$ cat src/rtl/spi_byte_master.sv
// Single-byte SPI master, mode 0, with cs framing, busy and a one-cycle done pulse.
// Define SPI_BYTE_MASTER_LSB_FIRST_EN for LSB-first shifting; MSB-first otherwise.
module spi_byte_master #(
   parameter int DIV_FREQ_BY = 8
) (
   input  logic       clk,
   input  logic       rst,
   input  logic [7:0] data,
   input  logic       load_data,
   input  logic       miso,
   output logic       mosi,
   output logic       cs,
   output logic       sck,
   output logic       busy,
   output logic [7:0] received_data,
   output logic       done
);

   localparam int unsigned H  = DIV_FREQ_BY / 2;
   localparam int unsigned PW = (H > 1) ? $clog2(H) : 1;

   typedef enum logic [2:0] {
      IDLE,
      LEAD,
      SHIFT_HI,
      SHIFT_LO,
      TRAIL
   } state_t;

   state_t          state;
   state_t          state_next;
   logic [PW-1:0]   phase;
   logic            phase_end;
   logic [7:0]      tx_shift;
   logic [7:0]      rx_shift;
   logic [7:0]      tx_shifted;
   logic [7:0]      rx_shifted;
   logic            tx_bit;
   logic [2:0]      bit_cnt;
   logic            bit_last;

   assign phase_end = (phase == PW'(H - 1));

`ifdef SPI_BYTE_MASTER_LSB_FIRST_EN
   assign tx_bit     = tx_shift[0];
   assign tx_shifted = {1'b0, tx_shift[7:1]};
   assign rx_shifted = {miso, rx_shift[7:1]};
`else
   assign tx_bit     = tx_shift[7];
   assign tx_shifted = {tx_shift[6:0], 1'b0};
   assign rx_shifted = {rx_shift[6:0], miso};
`endif

   always_ff @(posedge clk) begin
      if (rst) begin
         state <= IDLE;
      end else begin
         state <= state_next;
      end
   end

   always_comb begin
      state_next = state;
      busy       = 1'b1;
      cs         = 1'b0;
      sck        = 1'b0;
      mosi       = tx_bit;
      case (state)
         IDLE: begin
            busy = 1'b0;
            cs   = 1'b1;
            mosi = 1'b0;
            if (load_data) begin
               state_next = LEAD;
            end
         end
         LEAD: begin
            if (phase_end) begin
               state_next = SHIFT_HI;
            end
         end
         SHIFT_HI: begin
            sck = 1'b1;
            if (phase_end) begin
               state_next = bit_last ? TRAIL : SHIFT_LO;
            end
         end
         SHIFT_LO: begin
            if (phase_end) begin
               state_next = SHIFT_HI;
            end
         end
         TRAIL: begin
            if (phase_end) begin
               state_next = IDLE;
            end
         end
         default: begin
            state_next = IDLE;
            busy       = 1'b0;
            cs         = 1'b1;
            mosi       = 1'b0;
         end
      endcase
   end

   // Shift/sample actions fire on the edge that enters the next phase, so
   // miso is captured as sck rises and mosi advances as sck falls.
   always_ff @(posedge clk) begin
      if (rst) begin
         phase         <= '0;
         tx_shift      <= '0;
         rx_shift      <= '0;
         bit_cnt       <= '0;
         bit_last      <= 1'b0;
         received_data <= '0;
         done          <= 1'b0;
      end else begin
         done <= 1'b0;

         if (state_next != state) begin
            phase <= '0;
         end else if (state != IDLE) begin
            phase <= phase + 1'b1;
         end

         if (state == IDLE) begin
            if (load_data) begin
               tx_shift <= data;
               rx_shift <= '0;
               bit_cnt  <= '0;
               bit_last <= 1'b0;
            end
         end else if (phase_end) begin
            if (state_next == SHIFT_HI) begin
               rx_shift <= rx_shifted;
            end
            if (state_next == SHIFT_LO) begin
               tx_shift <= tx_shifted;
               bit_cnt  <= bit_cnt + 3'd1;
               bit_last <= (bit_cnt == 3'd6);
            end
            if (state_next == IDLE) begin
               received_data <= rx_shift;
               done          <= 1'b1;
            end
         end
      end
   end

endmodule

$ cat config.mk
export PLATFORM = sky130hd
export DESIGN_NAME = spi_byte_master
export DESIGN_NICKNAME = d
export VERILOG_FILES = /design/src/rtl/spi_byte_master.sv
export SDC_FILE = /design/constraint.sdc
export NUM_CORES = 1
export LEC_CHECK = 0
export ABC_CLOCK_PERIOD_IN_PS = 4900
export CAP_MARGIN = 30
export CORE_ASPECT_RATIO = 1.4
export CORE_MARGIN = 2
export CORE_UTILIZATION = 43
export DETAILED_ROUTE_END_ITERATION = 16
export DONT_BUFFER_PORTS = 1
export MAX_ROUTING_LAYER = met4
export SETUP_SLACK_MARGIN = 0.2
export SLEW_MARGIN = 10
export SYNTH_ARGS = -nofsm -noshare
export SYNTH_HDL_FRONTEND = slang
export SYNTH_SLANG_ARGS = --single-unit
$ cat constraint.sdc
create_clock -name clk -period 4.9 [get_ports clk]
set_input_delay 0.49 -clock clk [delete_from_list [all_inputs] [get_ports clk]]
set_output_delay 0.49 -clock clk [all_outputs]
set_load 0.01 [all_outputs]
After elaboration in Yosys (flattened, before gate mapping):

Cells that the tools add are included.

* add/sub/neg operators: 2
* multipliers: 0
* divide/modulo/power cells: 0
* magnitude comparators: 0
* equality and inequality tests: 10
* shifts and indexed selects: 0
* mux-type cells: 27
* bitwise gates (word level): 2
* reduce and logical (&&, ||, !) cells: 13

Operator list (count)
* two-way mux 8 bit: 8
* two-way mux 3 bit: 9
* equality test 3 x 2 -> 1 bit (second input constant): 4
* one-hot mux 3 bit (4 select lines): 1
* two-way mux 1 bit: 9
* AND reduction 3 bit: 3
* equality test 3 bit (second input constant): 2
* zero test 3 bit: 2
* nonzero test 2 bit: 3
* OR reduction 2 bit: 2
* OR reduction 4 bit: 1
* adder 3 x 1 -> 3 bit (second input constant): 1
* equality test 3 x 1 -> 1 bit (second input constant): 1
* != test 3 bit: 1
* nonzero test 3 bit: 1
* OR reduction 3 bit: 1
* adder 2 x 1 -> 2 bit (second input constant): 1
* equality test 2 bit (second input constant): 1
* != test 2 bit (second input constant): 1
* NOT 1 bit: 2

* flip-flop bits (word level): 34
* latch bits: 0
* bits in writable memories: 0
* memory bits (read-only): 0
* bits of input ports: 12
* word-level logic and storage cells: 62
* memories: 0

Logic depth before layout (Yosys ltp):

Gate-level depths: netlist (run 1).

* depth after elaboration: 7
* gate-level depth with buffers: 7
* gate-level depth less buffers: 5

Worst setup path before layout (run 1):

OpenSTA, ideal clock, no wires.

* kind: register to output
* start: register state[2]
* end: output cs
* data arrival time: 1.280 ns
* path slack: 3.130 ns
* cell stages (with the launch flop): 6
* cells stage by stage: dfxtp_1 > buf_2 > or3_1 > clkbuf_1 > and2_1 > inv_1

* cells in the longest elaborated chain, start to end: 3

Ends and longest elaborated chain
* start, declared: line 30 `state_t state;`
* start signal, assigned: line 58 `state <= state_next;`
* equality test 3 bit (tied with other cells): line 68 `case (state)`
* OR reduction 4 bit (no source line) (*)
* two-way mux 1 bit (*): line 68
* end, declared: line 12 `output logic cs,`

Every way passes the cells marked *; elsewhere a longest branch is shown, timed or not.

Worst setup path in the final report (run 1):

* start: register state[0]
* end: output cs

The elaborated chain is that of the path after synthesis.

==> key figures, run 1 <==
Status
  – Status: finished, final reports clean

Hold path
  – Worst Hold Launch: rst
  – Worst hold path depth: 1
  – Hold Crit Class: in -> reg

Critical path
  – Setup CP Type: reg -> out
  – CP required: 4.41 ns
  – Critical Path Sink Type: output port
  – Worst setup SP type: register
  – CP Max Fanout: 17
  – Critical path startpoint: state[0]$_SDFF_PP0_
  – Arrival @ worst endpoint: 1.78 ns
  – R2r worst-path depth: 4
  – FF-to-FF Start: state[0]$_SDFF_PP0_

Route
  – DR iter-0 viols: 20
  – First-pass iteration count of the detailed router: 4
  – WL final: 2960 um
  – Vias post-DR: 1,219
  – Post-DR wirelength/cell: 13.4 um
  – ANT nets after route: 0
  – Via-per-instance ratio: 5.52
  – Drt drc: 0

Logic synthesis
  – Post-synth design cell area: 1540 sq um
  – Post-synth ARST share: 0
  – Synth top area cells: dfxtp_1, nand2_1, a21oi_1
  – Sequential-to-total area share from yosys stat: 0.443
  – Count leader, synth: nand2_1
  – Syn Area/Cell: 8.34 sq um
  – Post-synth top cells: nand2_1, dfxtp_1, a21oi_1
  – Top FF cell, synth: dfxtp_1
  – Register bit total from synthesis: 34
  – Yosys cell types: 39
  – Synthesis Warnings: 0
  – Top cell type by total area after synthesis: dfxtp_1
  – Yosys top cell area share: 0.443
  – Post-Syn Nets: 200
  – Post-synth EDFFs: 0
  – Post-Synthesis Cells: 184

Placement
  – Place WS: 2.84 ns
  – Dpl cell area: 1520 sq um
  – Dpl hpwl: 2170 um
  – Port Buf Inserts: 0
  – GP Congestion: 0.760

STA
  – Peak Freq: 0.441 GHz
  – Final worst path period share: 0.462
  – Setup TNS: 0 ns
  – Final Hold Fails: 0
  – Worst-Margin Slew: 0.663 ns
  – Final Slew Violations: 0
  – Fin worst setup slack: 2.63 ns
  – RSZ-0062 raised after global routing: false
  – Fin Clk Skew: 0.00896 ns
  – Worst rel slew slack: 0.558
  – Final setup viols: 0
  – Final min period: 2.27 ns
  – Worst hold margin: 0.269 ns

Clock tree
  – Post_cts resized: 0
  – CTS Sinks: 34
  – Hold buffer count at CTS: 0
  – Clock Latency Late Sink: 0.29 ns
  – CTS Buffer Depth: 2
  – Post-CTS setup buffer count: 0
  – Clock root buffer: clkbuf_8
  – H-tree depth: 2
  – Number of buffers created by CTS: 5
  – CTS tree: yes
  – Clk pin slew, worst setup/hold paths: 0.07 ns

GRT
  – Largest net degree at the start of global routing: 25
  – First-pass GRT wire length: 4980 um
  – Global route overflow: 0
  – Global Route Usage Sum: 0.178
  – Vias in the first global route: 1,100
  – Antenna violations before repair: 0

Floorplanning
  – DIE HEIGHT: 74.7 um
  – Die area: 4070 sq um
  – Core footprint: 3410 sq um
  – Floorplan row count: 25
  – Die width: 54.5 um
  – Initial Util: 0.450
  – IO Count: 25

Final layout
  – Layout Cell Area excl Fill: 1630 sq um
  – Diodes inserted: 0
  – NumNets Final: 196
  – Final Core Density: 0.479
  – Layout cells sized above 1: 0.0884
  – Area Overhead vs Synth: 6.28%

Pwr
  – Leak: 0.560 nW
  – Worst vdd rail ir drop: 0.242 mV
  – Pwr dens: 352 nW/um^2

Job
  – Max Cap Viol: 0
[registers in the layout (all words and copies together) (netlist names)]
register,flops
state,3
rx_shift,8
received_data,8
done,1
tx_shift,8
bit_cnt,3
phase,2
bit_last,1
[critical path, cell delays in order (launching register included)]
cell     delay (ns)
dfxtp_1        0.71
or3_1          0.42
and2_1         0.26
inv_1          0.10
[power by group]
group | switching [mW] | internal [mW] | leakage (nW) | total, mW
sequential | 0.00733 | 0.284 | 0.276 | 0.291
clock | 0.100 | 0.150 | 0.0579 | 0.250
combinational | 0.0197 | 0.0141 | 0.226 | 0.0338
total | 0.127 | 0.447 | 0.560 | 0.574
[layout by cell type, fill, tap and decap left out, types with 3 or more instances in the layout]
cell type and count:
nand2_1 51, dfxtp_1 34, a21oi_1 21, nor2_1 10, a311oi_1 6, inv_1 5
clkbuf_8 5, ha_1 4, o21ai_0 3, nand2b_1 3, nor3_1 3
[per-stage QoR]
step	cells	power [mW]
6_report	221	0.574
3_3_place_gp	213	0.330
2_1_floorplan	184	0.331
3_5_place_dp	213	0.331
5_1_grt	221	0.601
4_1_cts	221	0.583
[routing by layer]
layer,vias to the layer above,track usage,routed length (um)
li1,623,-,-
met5,-,-,0
met1,559,0.189,1220
met3,6,0.0575,155
met2,31,0.286,1520
met4,0,0.0944,62
[path summary, 6_finish.rpt]
| path | to | slack [ns] |
|---|---|---|
| setup / recovery | cs | 2.63 |
| hold reg to reg | received_data[7]$_SDFFE_PP0P_ | 0.45 |
| hold / removal | tx_shift[6]$_SDFFE_PP0P_ | 0.27 |
| setup reg to reg | tx_shift[2]$_SDFFE_PP0P_ | 2.84 |
[cell families (layout without fill, tap and decap cells)]
logic type | Yosys count | after routing | share of synthesized area
muxes | 2 | 2 | 0.0130
and+or+nand+nor | 85 | 85 | 0.253
buffers and inverters | 16 | 13 | 0.0530
xor gates and xnor gates | 2 | 2 | 0.0114
adders and majority gates | 4 | 4 | 0.0326
AOI/OAI and AO/OA | 41 | 41 | 0.194
DFF | 34 | 34 | 0.443
[cell type report]
cell class,count,area (sq um)
fillers,354,1780
well taps,40,50.0
inverters,5,18.8
clock buffers,5,68.8
flip-flops and latches,34,681
multi-input cells,134,773
clock inverters,3,40.0
No activity file was read; power rests on OpenSTA's default activity.
==> run 2: changes to the inputs <==
--- a/config.mk
+++ b/config.mk
@@ -5,7 +5,7 @@
 export SDC_FILE = /design/constraint.sdc
 export NUM_CORES = 1
 export LEC_CHECK = 0
-export ABC_CLOCK_PERIOD_IN_PS = 4900
+export ABC_CLOCK_PERIOD_IN_PS = 2250
 export CAP_MARGIN = 30
 export CORE_ASPECT_RATIO = 1.4
 export CORE_MARGIN = 2
==> constraint.sdc (replaced) <==
create_clock -name clk -period 2.25 [get_ports clk]
set_input_delay 0.225 -clock clk [delete_from_list [all_inputs] [get_ports clk]]
set_output_delay 0.225 -clock clk [all_outputs]
set_load 0.01 [all_outputs]
==> key figures, run 2 (same netlist as run 1, synthesis figures left out) <==
Status
  – Status: finished, final reports clean

Clock tree
  – CTS Sinks: 34
  – CTS Buffer Depth: 2
  – Number of buffers created by CTS: 5
  – Clock Latency Late Sink: 0.29 ns
  – Clock root buffer: clkbuf_8
  – Clk pin slew, worst setup/hold paths: 0.07 ns
  – CTS tree: yes
  – H-tree depth: 2

STA
  – Final worst path period share: 0.839
  – RSZ-0062 raised after global routing: false
  – Fin Clk Skew: 0.00932 ns
  – Final Slew Violations: 0
  – Final setup viols: 0
  – Worst rel slew slack: 0.567
  – Setup TNS: 0 ns
  – Worst-Margin Slew: 0.648 ns
  – Final min period: 1.89 ns
  – Peak Freq: 0.529 GHz
  – Final Hold Fails: 0
  – Fin worst setup slack: 0.361 ns

Floorplanning
  – DIE HEIGHT: 74.7 um
  – Floorplan row count: 25
  – IO Count: 25
  – Die width: 54.5 um
  – Die area: 4070 sq um
  – Initial Util: 0.450
  – Core footprint: 3410 sq um

Final layout
  – Layout cells sized above 1: 0.0968
  – Finished Layout Cells: 226
  – Area Overhead vs Synth: 8.39%
  – Layout Cell Area excl Fill: 1660 sq um
  – Regs by FF count: received_data x8, rx_shift x8, tx_shift x8
  – Most common cell after layout, fill and taps aside: nand2_1
  – Diodes inserted: 0
  – NumNets Final: 201
  – Commonest cells after routing, fill and taps aside: nand2_1, dfxtp_1, a21oi_1

Route
  – DR iter-0 viols: 27
  – Post-DR wirelength/cell: 14.0 um
  – Via-per-instance ratio: 5.55
  – ANT nets after route: 0
  – WL final: 3160 um
  – Vias post-DR: 1,255
  – Drt drc: 0
  – First-pass iteration count of the detailed router: 4

Placement
  – Dpl cell area: 1540 sq um
  – DP Cell Count: 215
  – GP Congestion: 0.779
  – Dpl hpwl: 2260 um
  – Place WS: 0.392 ns
  – Port Buf Inserts: 0

GRT
  – Vias in the first global route: 1,173
  – Global route overflow: 0
  – Largest net degree at the start of global routing: 22
  – Antenna violations before repair: 0
  – Global Route Usage Sum: 0.185
  – First-pass GRT wire length: 5140 um

Pwr
  – Logic gate share of total power: 0.077
  – Internal Pwr Total: 0.903 mW
  – Clk network pwr share: 0.387
  – Switching share of power: 0.233
  – Sw Pwr: 0.274 mW
  – Worst vdd rail ir drop: 0.494 mV
  – Sequential share of power: 0.536
  – Pwr dens: 708 nW/um^2
  – Leak: 0.572 nW

Hold path
  – Hold Crit Class: in -> reg

Critical path
  – CP Max Fanout: 11
  – Arrival @ worst endpoint: 1.66 ns
  – Setup CP Type: reg -> out
  – Critical Path Sink Type: output port
  – Worst setup SP type: register
  – CP required: 2.03 ns

Job
  – Max Cap Viol: 0
## run 2: changes by cell type in the layout (fill, tap and decap cells not counted), sizes merged
cell,change
dlygate4sd3,+3
buf,+2
clkbuf,+2
bufinv,-1
clkinv,-1
## run 2: final cells by class
class | count | area (sq um)
inverters | 5 | 18.8
well taps | 40 | 50.0
flip-flops and latches | 34 | 681
clock buffers | 7 | 86.3
fillers | 374 | 1750
multi-input cells | 134 | 778
repair buffers | 5 | 45.0
clock inverters | 1 | 5.00
## run 2: path summary, 6_finish.rpt
path                                  from                       endpoint  slack (ns)  depth (start not counted)
setup / recovery       state[0]$_SDFF_PP0_                             cs        0.36                          4
hold / removal                         rst  received_data[4]$_SDFFE_PP0P_        0.01                          1
setup reg to reg     phase[0]$_SDFFE_PP0N_       tx_shift[5]$_SDFFE_PP0P_        0.40                          6
hold reg to reg   rx_shift[7]$_SDFFE_PP0P_       rx_shift[7]$_SDFFE_PP0P_        0.46                          2
## run 2: metrics by stage
step                hold slack [ns]   util  power (mW)
finish                       0.0105  0.488        1.18
global route                0.00393  0.488        1.23
CTS                        0.000426  0.481        1.18
detailed placement            0.300  0.451       0.726
global placement              0.298  0.451       0.722
floorplan                     0.317      -       0.721
## run 2: layer usage
layer  global-route usage  up-vias  wire (um)
li1                     -      635          -
met1                0.176      569       1220
met2                0.315       43       1640
met3               0.0714        8        220
met4               0.0944        0         84
met5                    -        -          0
## run 2: repair_timing
action / CTS / global route
hold buffers: 1 / 2
hold endpoints to repair: 4 / 12
setup buffers: 0 / 0
resized for setup: 0 / 1
setup endpoints to repair: 0 / 1
## run 2: worst max-delay path, cell delays in order (launching register included)
cell and delay (ns):
dfxtp_1 0.42, buf_4 0.21, or3_4 0.43, and2_1 0.21, inv_1 0.11
## run 2: power by group through the flow
stage / logic [mW] / registers, mW / clock network [mW]
after floorplan: 0.0828 / 0.638 / 0
after global placement: 0.0787 / 0.643 / 0
after detailed placement: 0.0815 / 0.644 / 0
after CTS: 0.0844 / 0.631 / 0.465
after global routing: 0.102 / 0.632 / 0.496
final: 0.0910 / 0.631 / 0.456
==> run 3: changes to the inputs <==
--- a/config.mk
+++ b/config.mk
@@ -5,7 +5,7 @@
 export SDC_FILE = /design/constraint.sdc
 export NUM_CORES = 1
 export LEC_CHECK = 0
-export ABC_CLOCK_PERIOD_IN_PS = 2250
+export ABC_CLOCK_PERIOD_IN_PS = 1600
 export CAP_MARGIN = 30
 export CORE_ASPECT_RATIO = 1.4
 export CORE_MARGIN = 2
==> constraint.sdc (replaced) <==
create_clock -name clk -period 1.6 [get_ports clk]
set_input_delay 0.16 -clock clk [delete_from_list [all_inputs] [get_ports clk]]
set_output_delay 0.16 -clock clk [all_outputs]
set_load 0.01 [all_outputs]
==> key figures, run 3 (same netlist as run 1, synthesis figures left out) <==
Final layout
  – Regs by FF count: received_data x8, rx_shift x8, tx_shift x8
  – Diodes inserted: 0
  – Commonest cells after routing, fill and taps aside: nand2_1, dfxtp_1, buf_4
  – Layout Cell Area excl Fill: 2170 sq um
  – Fillers: 298
  – Finished Layout Cells: 251
  – Layout cells sized above 1: 0.422
  – NumNets Final: 226
  – Most common cell after layout, fill and taps aside: nand2_1
  – Area Overhead vs Synth: 41.2%
  – Final Core Density: 0.636

Critical path
  – Setup CP Type: reg -> reg
  – Worst-path cell chain: ha_4, nand2b_4, buf_4, buf_4, or3_4, or2_0, a21oi_1
  – Critical Path Sink Type: register
  – Arrival @ worst endpoint: 1.82 ns
  – CP dominant cell by count: buf_4
  – CP Max Fanout: 3
  – Worst path slowest cell: dfxtp_4
  – Worst setup SP type: register
  – CP required: 1.82 ns
  – Crit-path max cell delay: 0.38 ns

Status
  – Failing checks: negative hold slack, negative setup slack
  – Status: finished, violations left

STA
  – Final min period: 1.61 ns
  – Final Hold Fails: 19
  – Fin worst setup slack: -0.00581 ns
  – Peak Freq: 0.623 GHz
  – Final worst path period share: 1.00
  – Fin Clk Skew: 0.00656 ns
  – Worst hold margin: -0.0603 ns
  – Worst rel slew slack: 0.698
  – Worst-Margin Slew: 0.442 ns
  – Final Slew Violations: 0
  – RSZ-0062 raised after global routing: true
  – Final setup viols: 1

Floorplanning
  – DIE HEIGHT: 74.7 um
  – Die width: 54.5 um
  – Initial Util: 0.450
  – Floorplan row count: 25
  – IO Count: 25
  – Die area: 4070 sq um
  – Core footprint: 3410 sq um

Placement
  – Place WS: 0.00219 ns
  – Dpl cell area: 1680 sq um
  – DP Cell Count: 230
  – Port Buf Inserts: 0
  – GP Congestion: 0.905
  – Dpl hpwl: 2400 um

Route
  – First-pass iteration count of the detailed router: 4
  – Via-per-instance ratio: 5.61
  – DR iter-0 viols: 13
  – Vias post-DR: 1,407
  – WL final: 3830 um
  – ANT nets after route: 0
  – Post-DR wirelength/cell: 15.2 um
  – Drt drc: 0

Pwr
  – Pwr dens: 816 nW/um^2
  – Leak: 0.750 nW
  – Worst vdd rail ir drop: 0.707 mV

Clock tree
  – Clk pin slew, worst setup/hold paths: 0.07 ns
  – Clock root buffer: clkbuf_8
  – CTS tree: yes
  – CTS Sinks: 34
  – H-tree depth: 2
  – CTS Buffer Depth: 2
  – Number of buffers created by CTS: 5
  – Clock Latency Late Sink: 0.29 ns

Job
  – Max Cap Viol: 0

GRT
  – Global route overflow: 0
  – Antenna violations before repair: 0
  – Vias in the first global route: 1,326
  – First-pass GRT wire length: 5810 um
  – Largest net degree at the start of global routing: 25
  – Global Route Usage Sum: 0.206

Hold path
  – Hold Crit Class: in -> reg
[run 3: changes by cell type in the layout (fill, tap and decap cells not counted), sizes merged]
cell         delta
dlygate4sd3     -3
nand2b          +1
buf            +27
[run 3: final timing paths]
kind | start | to | slack [ns] | depth (start not counted)
worst max register to register | phase[0]$_SDFFE_PP0N_ | bit_last$_SDFFE_PP0P_ | -0.006 | 7
worst max-delay path | phase[0]$_SDFFE_PP0N_ | bit_last$_SDFFE_PP0P_ | -0.006 | 7
worst min-delay path | rst | tx_shift[3]$_SDFFE_PP0P_ | -0.06 | 1
worst min register to register | rx_shift[4]$_SDFFE_PP0P_ | rx_shift[4]$_SDFFE_PP0P_ | 0.47 | 2
[run 3: critical path, delay by kind of cell, from the launching register on]
family	cells	cell delay (ns)
adders and majority gates	1	0.15
DFF	1	0.38
buffers and inverters	2	0.27
AOI/OAI and AO/OA	1	0.11
and+or+nand+nor	3	0.61
[run 3: layer usage]
metal / part of all wire / up-vias / track usage / routed length [um]
met5: 0 / - / - / 0
met4: 0.044 / 0 / 0.117 / 167
met3: 0.048 / 16 / 0.0516 / 182
met2: 0.54 / 37 / 0.359 / 2050
met1: 0.37 / 667 / 0.200 / 1420
li1: - / 687 / - / -
[run 3: through the flow]
| stage | power [mW] | setup TNS (ns) |
|---|---|---|
| after floorplan | 1.02 | -0.0862 |
| after global placement | 1.04 | 0 |
| after detailed placement | 1.05 | 0 |
| after CTS | 1.75 | 0 |
| after global routing | 1.84 | -0.242 |
| final | 1.77 | -0.00581 |
[run 3: area by class of cell]
| type | instances | area, sq um | area share |
|---|---|---|---|
| multi-input cells | 135 | 1030 | 0.473 |
| repair buffers | 29 | 288 | 0.133 |
| well taps | 40 | 50.0 | 0.0231 |
| inverters | 5 | 18.8 | 0.00866 |
| flip-flops and latches | 34 | 694 | 0.320 |
| clock inverters | 1 | 5.00 | 0.00231 |
| clock buffers | 7 | 86.3 | 0.0398 |
[run 3: where the power goes]
part           internal [mW]  total [mW]  switching [mW]
combinational          0.119       0.224           0.105
clock                  0.347       0.657           0.310
sequential             0.866       0.888          0.0221
[run 3: what timing repair did]
action | CTS | global route
resized for setup | 35 | 35
endpoints found under the setup margin | 27 | 35
setup buffers | 6 | 4
pin swaps | 17 | 20
cloned | 1 | 2
endpoints found under the hold margin | 19 | 19
